--- src/rtl/core_pkg.sv ---
// Shared state encoding, default widths and word-count helper for the matrix-multiplier compute cores.
package core_pkg;

  localparam int unsigned DEF_DATA_W = 8;
  localparam int unsigned DEF_ADDR_W = 16;
  localparam int unsigned DEF_ACC_W  = 16;
  localparam int unsigned DEF_LEN_W  = 8;
  localparam int unsigned DEF_WORDS  = DEF_ACC_W / DEF_DATA_W;

  typedef enum logic [2:0] {
    ST_IDLE = 3'd0,
    ST_RD_A = 3'd1,
    ST_WT_A = 3'd2,
    ST_RD_B = 3'd3,
    ST_WT_B = 3'd4,
    ST_MAC  = 3'd5,
    ST_WR   = 3'd6,
    ST_DONE = 3'd7
  } state_t;

  // Number of DRAM words that make up one accumulator.
  function automatic int unsigned words(input int unsigned acc_w, input int unsigned data_w);
    return acc_w / data_w;
  endfunction

endpackage

--- src/rtl/dot_product_core_if.sv ---
// Command and DRAM-bus bundle of one dot-product core; master = core side, slave = system side.
interface dot_product_core_if
  import core_pkg::*;
#(
  parameter int unsigned DATA_W = DEF_DATA_W,
  parameter int unsigned ADDR_W = DEF_ADDR_W,
  parameter int unsigned LEN_W  = DEF_LEN_W
);

  logic              i_start;
  logic [LEN_W-1:0]  i_len;
  logic [ADDR_W-1:0] i_a_base;
  logic [ADDR_W-1:0] i_a_stride;
  logic [ADDR_W-1:0] i_b_base;
  logic [ADDR_W-1:0] i_b_stride;
  logic [ADDR_W-1:0] i_c_addr;
  logic              i_dram_gnt;
  logic [DATA_W-1:0] i_dram_in;
  logic [ADDR_W-1:0] o_dram_addr;
  logic              o_dram_read;
  logic              o_dram_write;
  logic [DATA_W-1:0] o_dram_out;
  logic              o_busy;
  logic              o_done;
  logic              o_ovf;
  logic [7:0]        o_core_id;

  modport master (
    input  i_start, i_len, i_a_base, i_a_stride, i_b_base, i_b_stride, i_c_addr,
    input  i_dram_gnt, i_dram_in,
    output o_dram_addr, o_dram_read, o_dram_write, o_dram_out,
    output o_busy, o_done, o_ovf, o_core_id
  );

  modport slave (
    output i_start, i_len, i_a_base, i_a_stride, i_b_base, i_b_stride, i_c_addr,
    output i_dram_gnt, i_dram_in,
    input  o_dram_addr, o_dram_read, o_dram_write, o_dram_out,
    input  o_busy, o_done, o_ovf, o_core_id
  );

endinterface

--- src/rtl/mac_unit.sv ---
// Combinational multiply-accumulate step: next accumulator value and overflow flag.
module mac_unit
  import core_pkg::*;
#(
  parameter int unsigned DATA_W = DEF_DATA_W,
  parameter int unsigned ACC_W  = DEF_ACC_W,
  parameter bit          SAT    = 1'b0
) (
  input  logic [ACC_W-1:0]  acc,
  input  logic [DATA_W-1:0] a,
  input  logic [DATA_W-1:0] b,
  output logic [ACC_W-1:0]  acc_next_c,
  output logic              ovf_c
);

  localparam int unsigned PROD_W = 2 * DATA_W;
  localparam int unsigned EXT_W  = (PROD_W > ACC_W) ? PROD_W : ACC_W;

  logic [PROD_W-1:0] prod;
  logic [EXT_W-1:0]  prod_ext;
  logic [ACC_W:0]    sum;
  logic              trunc_ovf;

  // Product bits above ACC_W are lost on truncation and count as overflow.
  always_comb begin
    prod       = PROD_W'(a) * PROD_W'(b);
    prod_ext   = EXT_W'(prod);
    trunc_ovf  = |(prod_ext >> ACC_W);
    sum        = (ACC_W + 1)'(acc) + (ACC_W + 1)'(prod_ext[ACC_W-1:0]);
    ovf_c      = sum[ACC_W] | trunc_ovf;
    acc_next_c = sum[ACC_W-1:0];
    if (SAT && ovf_c) begin
      acc_next_c = '1;
    end
  end

endmodule

--- src/rtl/dot_product_core.sv ---
// One compute core: reads strided A row / B column from shared DRAM, accumulates, writes C back.
module dot_product_core
  import core_pkg::*;
#(
  parameter logic [7:0]  CORE_ID = 8'd1,
  parameter int unsigned DATA_W  = DEF_DATA_W,
  parameter int unsigned ADDR_W  = DEF_ADDR_W,
  parameter int unsigned ACC_W   = DEF_ACC_W,
  parameter int unsigned LEN_W   = DEF_LEN_W,
  parameter bit          SAT     = 1'b0
) (
  input logic                i_clk,
  input logic                i_rst,
  dot_product_core_if.master bus
);

  localparam int unsigned WORDS  = words(ACC_W, DATA_W);
  localparam int unsigned WIDX_W = (WORDS > 1) ? $clog2(WORDS) : 1;

  state_t            state;
  logic [ADDR_W-1:0] a_addr, b_addr, a_stride, b_stride, c_addr, dram_addr;
  logic [ADDR_W-1:0] a_next, b_next;
  logic [LEN_W-1:0]  len_cnt;
  logic [DATA_W-1:0] a_reg, b_reg, dram_out;
  logic [ACC_W-1:0]  acc, acc_next, acc_shr;
  logic [WIDX_W-1:0] widx;
  logic              mac_ovf, dram_read, dram_write, busy, done, ovf;

  mac_unit #(.DATA_W(DATA_W), .ACC_W(ACC_W), .SAT(SAT)) u_mac (
    .acc        (acc),
    .a          (a_reg),
    .b          (b_reg),
    .acc_next_c (acc_next),
    .ovf_c      (mac_ovf)
  );

  assign a_next  = a_addr + a_stride;
  assign b_next  = b_addr + b_stride;
  assign acc_shr = acc >> DATA_W;

  // Sequencer; during WR the accumulator doubles as the write shift register.
  always_ff @(posedge i_clk or posedge i_rst) begin
    if (i_rst) begin
      state      <= ST_IDLE;
      a_addr     <= '0;
      b_addr     <= '0;
      a_stride   <= '0;
      b_stride   <= '0;
      c_addr     <= '0;
      len_cnt    <= '0;
      a_reg      <= '0;
      b_reg      <= '0;
      acc        <= '0;
      widx       <= '0;
      dram_addr  <= '0;
      dram_out   <= '0;
      dram_read  <= 1'b0;
      dram_write <= 1'b0;
      busy       <= 1'b0;
      done       <= 1'b0;
      ovf        <= 1'b0;
    end else begin
      done <= 1'b0;
      unique case (state)
        ST_IDLE, ST_DONE: begin
          state <= ST_IDLE;
          if (bus.i_start) begin
            a_addr   <= bus.i_a_base;
            b_addr   <= bus.i_b_base;
            a_stride <= bus.i_a_stride;
            b_stride <= bus.i_b_stride;
            c_addr   <= bus.i_c_addr;
            len_cnt  <= bus.i_len;
            acc      <= '0;
            ovf      <= 1'b0;
            widx     <= '0;
            busy     <= 1'b1;
            if (bus.i_len == '0) begin
              state      <= ST_WR;
              dram_addr  <= bus.i_c_addr;
              dram_out   <= '0;
              dram_write <= 1'b1;
            end else begin
              state     <= ST_RD_A;
              dram_addr <= bus.i_a_base;
              dram_read <= 1'b1;
            end
          end
        end
        ST_RD_A: begin
          if (bus.i_dram_gnt) begin
            state     <= ST_WT_A;
            dram_read <= 1'b0;
          end
        end
        ST_WT_A: begin
          a_reg     <= bus.i_dram_in;
          state     <= ST_RD_B;
          dram_addr <= b_addr;
          dram_read <= 1'b1;
        end
        ST_RD_B: begin
          if (bus.i_dram_gnt) begin
            state     <= ST_WT_B;
            dram_read <= 1'b0;
          end
        end
        ST_WT_B: begin
          b_reg <= bus.i_dram_in;
          state <= ST_MAC;
        end
        ST_MAC: begin
          acc     <= acc_next;
          ovf     <= ovf | mac_ovf;
          a_addr  <= a_next;
          b_addr  <= b_next;
          len_cnt <= len_cnt - LEN_W'(1);
          if (len_cnt == LEN_W'(1)) begin
            state      <= ST_WR;
            dram_addr  <= c_addr;
            dram_out   <= acc_next[DATA_W-1:0];
            dram_write <= 1'b1;
          end else begin
            state     <= ST_RD_A;
            dram_addr <= a_next;
            dram_read <= 1'b1;
          end
        end
        ST_WR: begin
          if (bus.i_dram_gnt) begin
            if (widx == WIDX_W'(WORDS - 1)) begin
              state      <= ST_DONE;
              dram_write <= 1'b0;
              busy       <= 1'b0;
              done       <= 1'b1;
            end else begin
              widx      <= widx + WIDX_W'(1);
              dram_addr <= dram_addr + ADDR_W'(1);
              dram_out  <= acc_shr[DATA_W-1:0];
              acc       <= acc_shr;
            end
          end
        end
        default: state <= ST_IDLE;
      endcase
    end
  end

  assign bus.o_dram_addr  = dram_addr;
  assign bus.o_dram_read  = dram_read;
  assign bus.o_dram_write = dram_write;
  assign bus.o_dram_out   = dram_out;
  assign bus.o_busy       = busy;
  assign bus.o_done       = done;
  assign bus.o_ovf        = ovf;
  assign bus.o_core_id    = CORE_ID;

endmodule

--- src/flat_wrapper.sv ---
// flat-port wrapper written by rule: the top's interface ports become plain ports
module dot_product_core_flat import core_pkg::*;
#(
  parameter logic [7:0]  CORE_ID = 8'd1,
  parameter int unsigned DATA_W  = DEF_DATA_W,
  parameter int unsigned ADDR_W  = DEF_ADDR_W,
  parameter int unsigned ACC_W   = DEF_ACC_W,
  parameter int unsigned LEN_W   = DEF_LEN_W,
  parameter bit          SAT     = 1'b0
)
  (i_clk, i_rst, bus_i_start, bus_i_len, bus_i_a_base, bus_i_a_stride, bus_i_b_base, bus_i_b_stride, bus_i_c_addr, bus_i_dram_gnt, bus_i_dram_in, bus_o_dram_addr, bus_o_dram_read, bus_o_dram_write, bus_o_dram_out, bus_o_busy, bus_o_done, bus_o_ovf, bus_o_core_id);
  dot_product_core_if #(.DATA_W(DATA_W), .ADDR_W(ADDR_W), .LEN_W(LEN_W)) bus_i ();
  input logic i_clk;
  input logic i_rst;
  input wire logic [$bits(bus_i.i_start)-1:0] bus_i_start;
  input wire logic [$bits(bus_i.i_len)-1:0] bus_i_len;
  input wire logic [$bits(bus_i.i_a_base)-1:0] bus_i_a_base;
  input wire logic [$bits(bus_i.i_a_stride)-1:0] bus_i_a_stride;
  input wire logic [$bits(bus_i.i_b_base)-1:0] bus_i_b_base;
  input wire logic [$bits(bus_i.i_b_stride)-1:0] bus_i_b_stride;
  input wire logic [$bits(bus_i.i_c_addr)-1:0] bus_i_c_addr;
  input wire logic [$bits(bus_i.i_dram_gnt)-1:0] bus_i_dram_gnt;
  input wire logic [$bits(bus_i.i_dram_in)-1:0] bus_i_dram_in;
  output wire logic [$bits(bus_i.o_dram_addr)-1:0] bus_o_dram_addr;
  output wire logic [$bits(bus_i.o_dram_read)-1:0] bus_o_dram_read;
  output wire logic [$bits(bus_i.o_dram_write)-1:0] bus_o_dram_write;
  output wire logic [$bits(bus_i.o_dram_out)-1:0] bus_o_dram_out;
  output wire logic [$bits(bus_i.o_busy)-1:0] bus_o_busy;
  output wire logic [$bits(bus_i.o_done)-1:0] bus_o_done;
  output wire logic [$bits(bus_i.o_ovf)-1:0] bus_o_ovf;
  output wire logic [$bits(bus_i.o_core_id)-1:0] bus_o_core_id;
  assign bus_i.i_start = bus_i_start;
  assign bus_i.i_len = bus_i_len;
  assign bus_i.i_a_base = bus_i_a_base;
  assign bus_i.i_a_stride = bus_i_a_stride;
  assign bus_i.i_b_base = bus_i_b_base;
  assign bus_i.i_b_stride = bus_i_b_stride;
  assign bus_i.i_c_addr = bus_i_c_addr;
  assign bus_i.i_dram_gnt = bus_i_dram_gnt;
  assign bus_i.i_dram_in = bus_i_dram_in;
  assign bus_o_dram_addr = bus_i.o_dram_addr;
  assign bus_o_dram_read = bus_i.o_dram_read;
  assign bus_o_dram_write = bus_i.o_dram_write;
  assign bus_o_dram_out = bus_i.o_dram_out;
  assign bus_o_busy = bus_i.o_busy;
  assign bus_o_done = bus_i.o_done;
  assign bus_o_ovf = bus_i.o_ovf;
  assign bus_o_core_id = bus_i.o_core_id;
  dot_product_core #(.CORE_ID(CORE_ID), .DATA_W(DATA_W), .ADDR_W(ADDR_W), .ACC_W(ACC_W), .LEN_W(LEN_W), .SAT(SAT)) u_core (.i_clk(i_clk), .i_rst(i_rst), .bus(bus_i));
endmodule
--- config.mk ---
export PLATFORM = sky130hd
export DESIGN_NAME = dot_product_core_flat
export DESIGN_NICKNAME = d
export VERILOG_FILES = /design/src/rtl/core_pkg.sv /design/src/rtl/dot_product_core_if.sv /design/src/rtl/mac_unit.sv /design/src/rtl/dot_product_core.sv /design/src/flat_wrapper.sv
export SDC_FILE = /design/constraint.sdc
export NUM_CORES = 1
export LEC_CHECK = 0
export CORE_MARGIN = 5
export CORE_UTILIZATION = 45
export CTS_CLUSTER_DIAMETER = 30
export CTS_CLUSTER_SIZE = 10
export DETAILED_ROUTE_END_ITERATION = 6
export DONT_BUFFER_PORTS = 1
export PLACE_DENSITY = 0.57
export SYNTH_ARGS = -nofsm -noshare
export SYNTH_HDL_FRONTEND = slang
export SYNTH_SLANG_ARGS = --single-unit
export TNS_END_PERCENT = 1
--- constraint.sdc ---
create_clock -name i_clk -period 4.79 [get_ports i_clk]
set_input_delay 0 -clock i_clk [delete_from_list [all_inputs] [get_ports i_clk]]
set_output_delay 0 -clock i_clk [all_outputs]
set_load 0.005 [all_outputs]
## Word-level counts from Yosys, hierarchy flattened

Index checks and enable logic that the tools add are counted.

| word-level totals | value |
|---|---|
| bits in registers | 153 |
| output and inout bits | 37 |
| word-level logic and storage cells | 115 |

| operators by class | value |
|---|---|
| $add $sub $neg | 6 |
| equal/unequal tests | 19 |
| mux-type cells | 51 |
| multipliers | 1 |
| reductions and logical operators | 19 |
| bitwise gates (word level) | 1 |

Operators with widths:

| cell | count |
|---|---|
| 16-bit 2-to-1 mux | 10 |
| 16-bit one-hot mux with 2 select lines | 2 |
| 16-bit one-hot mux with 4 select lines | 1 |
| 8-bit 2-to-1 mux | 6 |
| 16-bit one-hot mux with 3 select lines | 1 |
| 16-bit adder | 2 |
| 8-bit one-hot mux with 3 select lines | 1 |
| 3-bit 2-to-1 mux | 7 |
| 3-bit one-hot mux with 7 select lines | 1 |
| 16-bit by 16-bit adder with 17-bit output | 1 |
| 16-bit by 1-bit adder with 16-bit output, second input constant | 1 |
| 8-bit by 8-bit multiplier with 16-bit output | 1 |
| 1-bit 2-to-1 mux | 16 |
| 8-bit one-hot mux with 2 select lines | 1 |
| 4-bit AND reduction | 4 |
| 2-bit != test, second input constant | 7 |
| 3-bit == test, second input constant | 4 |
| 6-bit AND reduction | 2 |
| 8-bit by 1-bit == test with 1-bit output, second input constant | 1 |
| 8-bit zero test | 1 |
| 2-bit by 1-bit != test with 1-bit output, second input constant | 4 |
| 4-bit nonzero test | 2 |
| 8-bit by 1-bit subtractor with 8-bit output, second input constant | 1 |
| 3-bit by 2-bit == test with 1-bit output, second input constant | 2 |
| other kinds (13) | 18 |

## Logic depth before layout (Yosys ltp)

| logic depth | value |
|---|---|
| word-level depth | 4 |
| mapped depth | 19 |
| depth with buffers taken out | 18 |

## Hierarchy

From an unflattened synthesis, not the netlist that was laid out.

| second synthesis, totals | value |
|---|---|
| cell total of the unflattened synthesis | 1284 |
| area total of the unflattened synthesis | 11208.2 um^2 |

By module, submodules not included:

| module | times used | seq. area each (um^2) | area each (um^2) | cells an instance |
|---|---|---|---|---|
| dot_product_core | 1 | 3828.7 | 8610.8 | 969 |
| mac_unit | 1 | 0.0 | 2597.5 | 315 |

## Least setup slack after synthesis

Ideal clock, no wire load.

| path | value |
|---|---|
| path kind | reg-to-reg |
| start | reg u_core.a_reg[1] |
| end | reg u_core.acc[13] |
| setup time | 133 ps |
| arrival time | 4259 ps |
| stages on the path, launching flop included | 17 |
| setup slack | 397 ps |
| clock period less this slack | 4393 ps |
| data required time | 4657 ps |
| cell sequence | dfrtp_1 > clkbuf_1 > and2_1 > fa_1 > fa_1 > fa_1 > inv_1 > fa_1 > inv_1 > ha_1 > o21a_1 > o21a_1 > nand3_1 > a21oi_1 > a2111oi_0 > xor2_1 > o21ai_0 |

| on the way | value |
|---|---|
| cells in the longest elaborated chain, start to end | 3 |

RTL lines:

| item | RTL line | text |
|---|---|---|
| start: declaration | dot_product_core.sv:24 | `logic [DATA_W-1:0] a_reg, b_reg, dram_out;` |
| start signal: assignment | dot_product_core.sv:97 | `a_reg <= bus.i_dram_in;` |
| 8-bit by 8-bit multiplier with 16-bit output | mac_unit.sv:26 | `prod = PROD_W'(a) * PROD_W'(b);` |
| 16-bit by 16-bit adder with 17-bit output | mac_unit.sv:29 | `sum = (ACC_W + 1)'(acc) + (ACC_W + 1)'(prod_ext[ACC_W-1:0]);` |
| 16-bit one-hot mux with 3 select lines | dot_product_core.sv:64 | `unique case (state)` |
| end signal: assignment | dot_product_core.sv:113 | `acc <= acc_next;` |
| end signal: assignment | dot_product_core.sv:140 | `acc <= acc_shr;` |
| end: declaration | dot_product_core.sv:25 | `logic [ACC_W-1:0] acc, acc_next, acc_shr;` |

Every way passes these cells.
A chain may end at the register's enable or synchronous reset.

## Final worst setup path

| path | value |
|---|---|
| start | reg u_core.b_reg[7] |
| end | reg u_core.acc[14] |

| on the way | value |
|---|---|
| cells in the longest elaborated chain, start to end | 3 |

RTL lines:

| item | RTL line | text |
|---|---|---|
| start: declaration | dot_product_core.sv:24 |  |
| start signal: assignment | dot_product_core.sv:109 | `b_reg <= bus.i_dram_in;` |
| 8-bit by 8-bit multiplier with 16-bit output | mac_unit.sv:26 |  |
| 16-bit by 16-bit adder with 17-bit output | mac_unit.sv:29 |  |
| 16-bit one-hot mux with 3 select lines | dot_product_core.sv:64 |  |

Every way passes these cells.

==> flow_metrics.py <==
metrics = {
    "placement": {
        "dp_hpwl_um": 22600,
        "dpl_cell_area_um2": 11400,
        "buffer_ports.inserted": 0,
        "gp_congestion": 0.904,
        "dp.cells": 1539,
    },
    "timing": {
        "tns_ps": 0,
        "hold_viol": 0,
        "slew_violations": 0,
        "min_period_ps": 4490,
        "slew_headroom_pct": 39.6,
        "finalSetupViolCount": 0,
        "timing.fmax_ghz": 0.223,
        "whs_ps": 29.6,
        "tightest_slew_ps": 903,
        "post-route-period-util_pct": 93.7,
        "finClkSkew_ps": 18.5,
        "rsz0062_at_grt": "no",
    },
    "grt": {
        "overflow": 0,
        "grt_first_pass_wirelength_um": 50800,
        "grt_pass1_vias": 9288,
        "grt_max_degree": 86,
        "antenna_found_initial": 1,
        "track_usage_pct": 22.6,
    },
    "synth": {
        "syn_area_per_cell_um2": 8.81,
        "synth_area_um2": 11100,
        "yosysUniqueCellTypes": 69,
        "ys.flop_type": "dfrtp_1",
        "yosys_warnings": 0,
        "synth_edf_count": 0,
        "syn_inst": 1254,
        "ys_ff_latch": 153,
        "ys_async_sr_fraction_pct": 100,
        "yosysSeqAreaShare_pct": 34.6,
    },
    "detailed_routing": {
        "drt_wl_total_um": 30900,
        "dr.first_iter.drc_count": 553,
        "avgRoutedWirePerCell_um": 18.5,
        "vias_per_cell": 5.37,
        "ant_nets": 0,
        "via_count": 8975,
        "dr.pass1.iters": 5,
        "post-route-drc-count": 0,
    },
    "setup_path": {
        "r2r-start": "u_core.b_reg[7]",
        "worstSetupPathType": "flip-flop to flip-flop",
        "crit_start": "u_core.b_reg[7]",
        "cp.required_ps": 5090,
        "crit_arrival_ps": 4790,
        "critPathMaxFanout": 9,
        "cp-start-kind": "flip-flop",
        "end_kind": "flip-flop",
    },
    "clock_network": {
        "htreeDepth": 4,
        "cts_sinks": 153,
        "cts_inserted_buffers": 17,
        "cts_tree": "yes",
        "post_cts_buffers": 0,
        "clk_pin_slew_worst_paths_ps": 70,
        "clkLatencyLatePin_ps": 440,
        "cts.path.max_buffers": 2,
        "cts_root_buf": "clkbuf_16",
    },
    "floorplan": {
        "start_util_pct": 45.6,
        "fp.dieArea_um2": 27800,
        "rows": 57,
        "die_w_um": 167,
        "die_h_um": 167,
        "io_pins": 137,
        "core_area_um2": 24200,
    },
    "hold_path": {
        "min_from": "bus_i_c_addr[7]",
        "hold_class": "input pin to flip-flop",
    },
    "cells_and_area": {
        "final_area_um2": 12900,
        "layout_commonest_cell": "nand2_1",
        "stdcell_count": 1671,
        "final_cell_mix": "nand2_1, dfrtp_1, inv_1",
        "layout-drive-gt1-share_pct": 7.43,
        "synthToLayoutAreaGrowth_pct": 16.9,
        "fin_nets": 1555,
    },
    "job": {
        "drv_cap": 0,
    },
    "outcome": {
        "status": "finished clean",
    },
}
path summary, 6_finish.rpt:
path,endpoint,slack [ps],depth (start not counted)
setup / recovery,u_core.acc[14],300,15
hold / removal,u_core.bus.o_dram_addr[7],30,4
setup reg to reg,u_core.acc[14],300,15
hold reg to reg,u_core.c_addr[14],480,2
max in group asynchronous,u_core.bus.o_dram_addr[13],3520,3
min in group asynchronous,u_core.len_cnt[3],220,2
area by class of cell:
type                    count  area (um2)
fillers                  2293       11300
clock inverters            14         135
diodes                      1        2.50
flip-flops and latches    153        3830
repair buffers            116        1120
inverters                 121         459
clock buffers              18         429
multi-input cells         924        6540
well taps                 324         405
worst max-delay path, stage by stage, from the launching register on:
cell and delay, ps:
dfrtp_1 490, nand2_1 120, fa_1 520, fa_1 570, inv_1 60, fa_1 550
inv_1 60, fa_1 530, inv_1 40, ha_1 320, o21a_1 110, a21oi_1 270
o211ai_1 230, a31oi_1 240, xor2_1 150, o21ai_0 90
metrics by stage:
stage / util, % / setup slack, ps
2_1_floorplan: - / 397
3_3_place_gp: 46.8 / 254
3_5_place_dp: 46.8 / 229
4_1_cts: 53.2 / 178
5_1_grt: 53.3 / 35.6
6_report: 53.3 / 302
cells by family (layout without fill, tap and decap cells):
family / count (synthesis) / after routing / synth area share [%]
multiplexers: 42 / 42 / 4.10
adder cells (fa/ha/maj): 122 / 122 / 17.4
AND/OR/NAND/NOR: 429 / 429 / 16.9
XOR/XNOR: 49 / 49 / 3.88
flip-flops: 153 / 153 / 34.6
buffers and inverters: 183 / 269 / 6.71
other: 2 / 9 / 0.0679
AO/OA/AOI/OAI: 274 / 274 / 16.3
cell usage after synthesis (5+ instances only):
library cell | n | area, um2
xor2_1 | 23 | 201
mux2i_1 | 16 | 160
a31oi_1 | 5 | 31.3
nand2b_1 | 5 | 31.3
o22ai_1 | 6 | 37.5
nor3_1 | 6 | 30.0
a221oi_1 | 14 | 123
mux2_2 | 26 | 293
nand3_1 | 19 | 95.1
a21oi_1 | 71 | 355
buf_4 | 9 | 67.6
buf_1 | 8 | 30.0
buf_2 | 17 | 85.1
dfrtp_1 | 153 | 3830
a22oi_1 | 21 | 158
o21a_1 | 12 | 90.1
xnor2_1 | 26 | 228
fa_1 | 53 | 1060
a22o_1 | 5 | 43.8
o211ai_1 | 6 | 45.0
nand2_1 | 267 | 1000
clkbuf_1 | 28 | 105
a221o_1 | 6 | 60.1
o21ai_0 | 64 | 320
a211oi_1 | 7 | 52.6
and3_1 | 5 | 31.3
a21o_1 | 15 | 113
inv_1 | 121 | 454
nor2b_1 | 8 | 50.1
nor2_1 | 63 | 236
o21bai_1 | 5 | 37.5
and2_1 | 33 | 206
ha_1 | 69 | 863
routing by layer:
metal | track usage, % | routed length [um] | share of wire [%]
met1 | 29.3 | 13300 | 43
met3 | 5.00 | 1650 | 5.3
met4 | 7.93 | 950 | 3.1
met5 | 0 | 0 | 0
met2 | 37.6 | 15000 | 49
timing repair:
action	CTS	global route
endpoints found under the setup margin	0	1
hold buffers	99	0
endpoints found under the hold margin	207	0
resized for setup	0	3
Power is left out: the tool's default activity adds up to more than one toggle a clock period on the data nets, which glitch-free logic cannot reach.
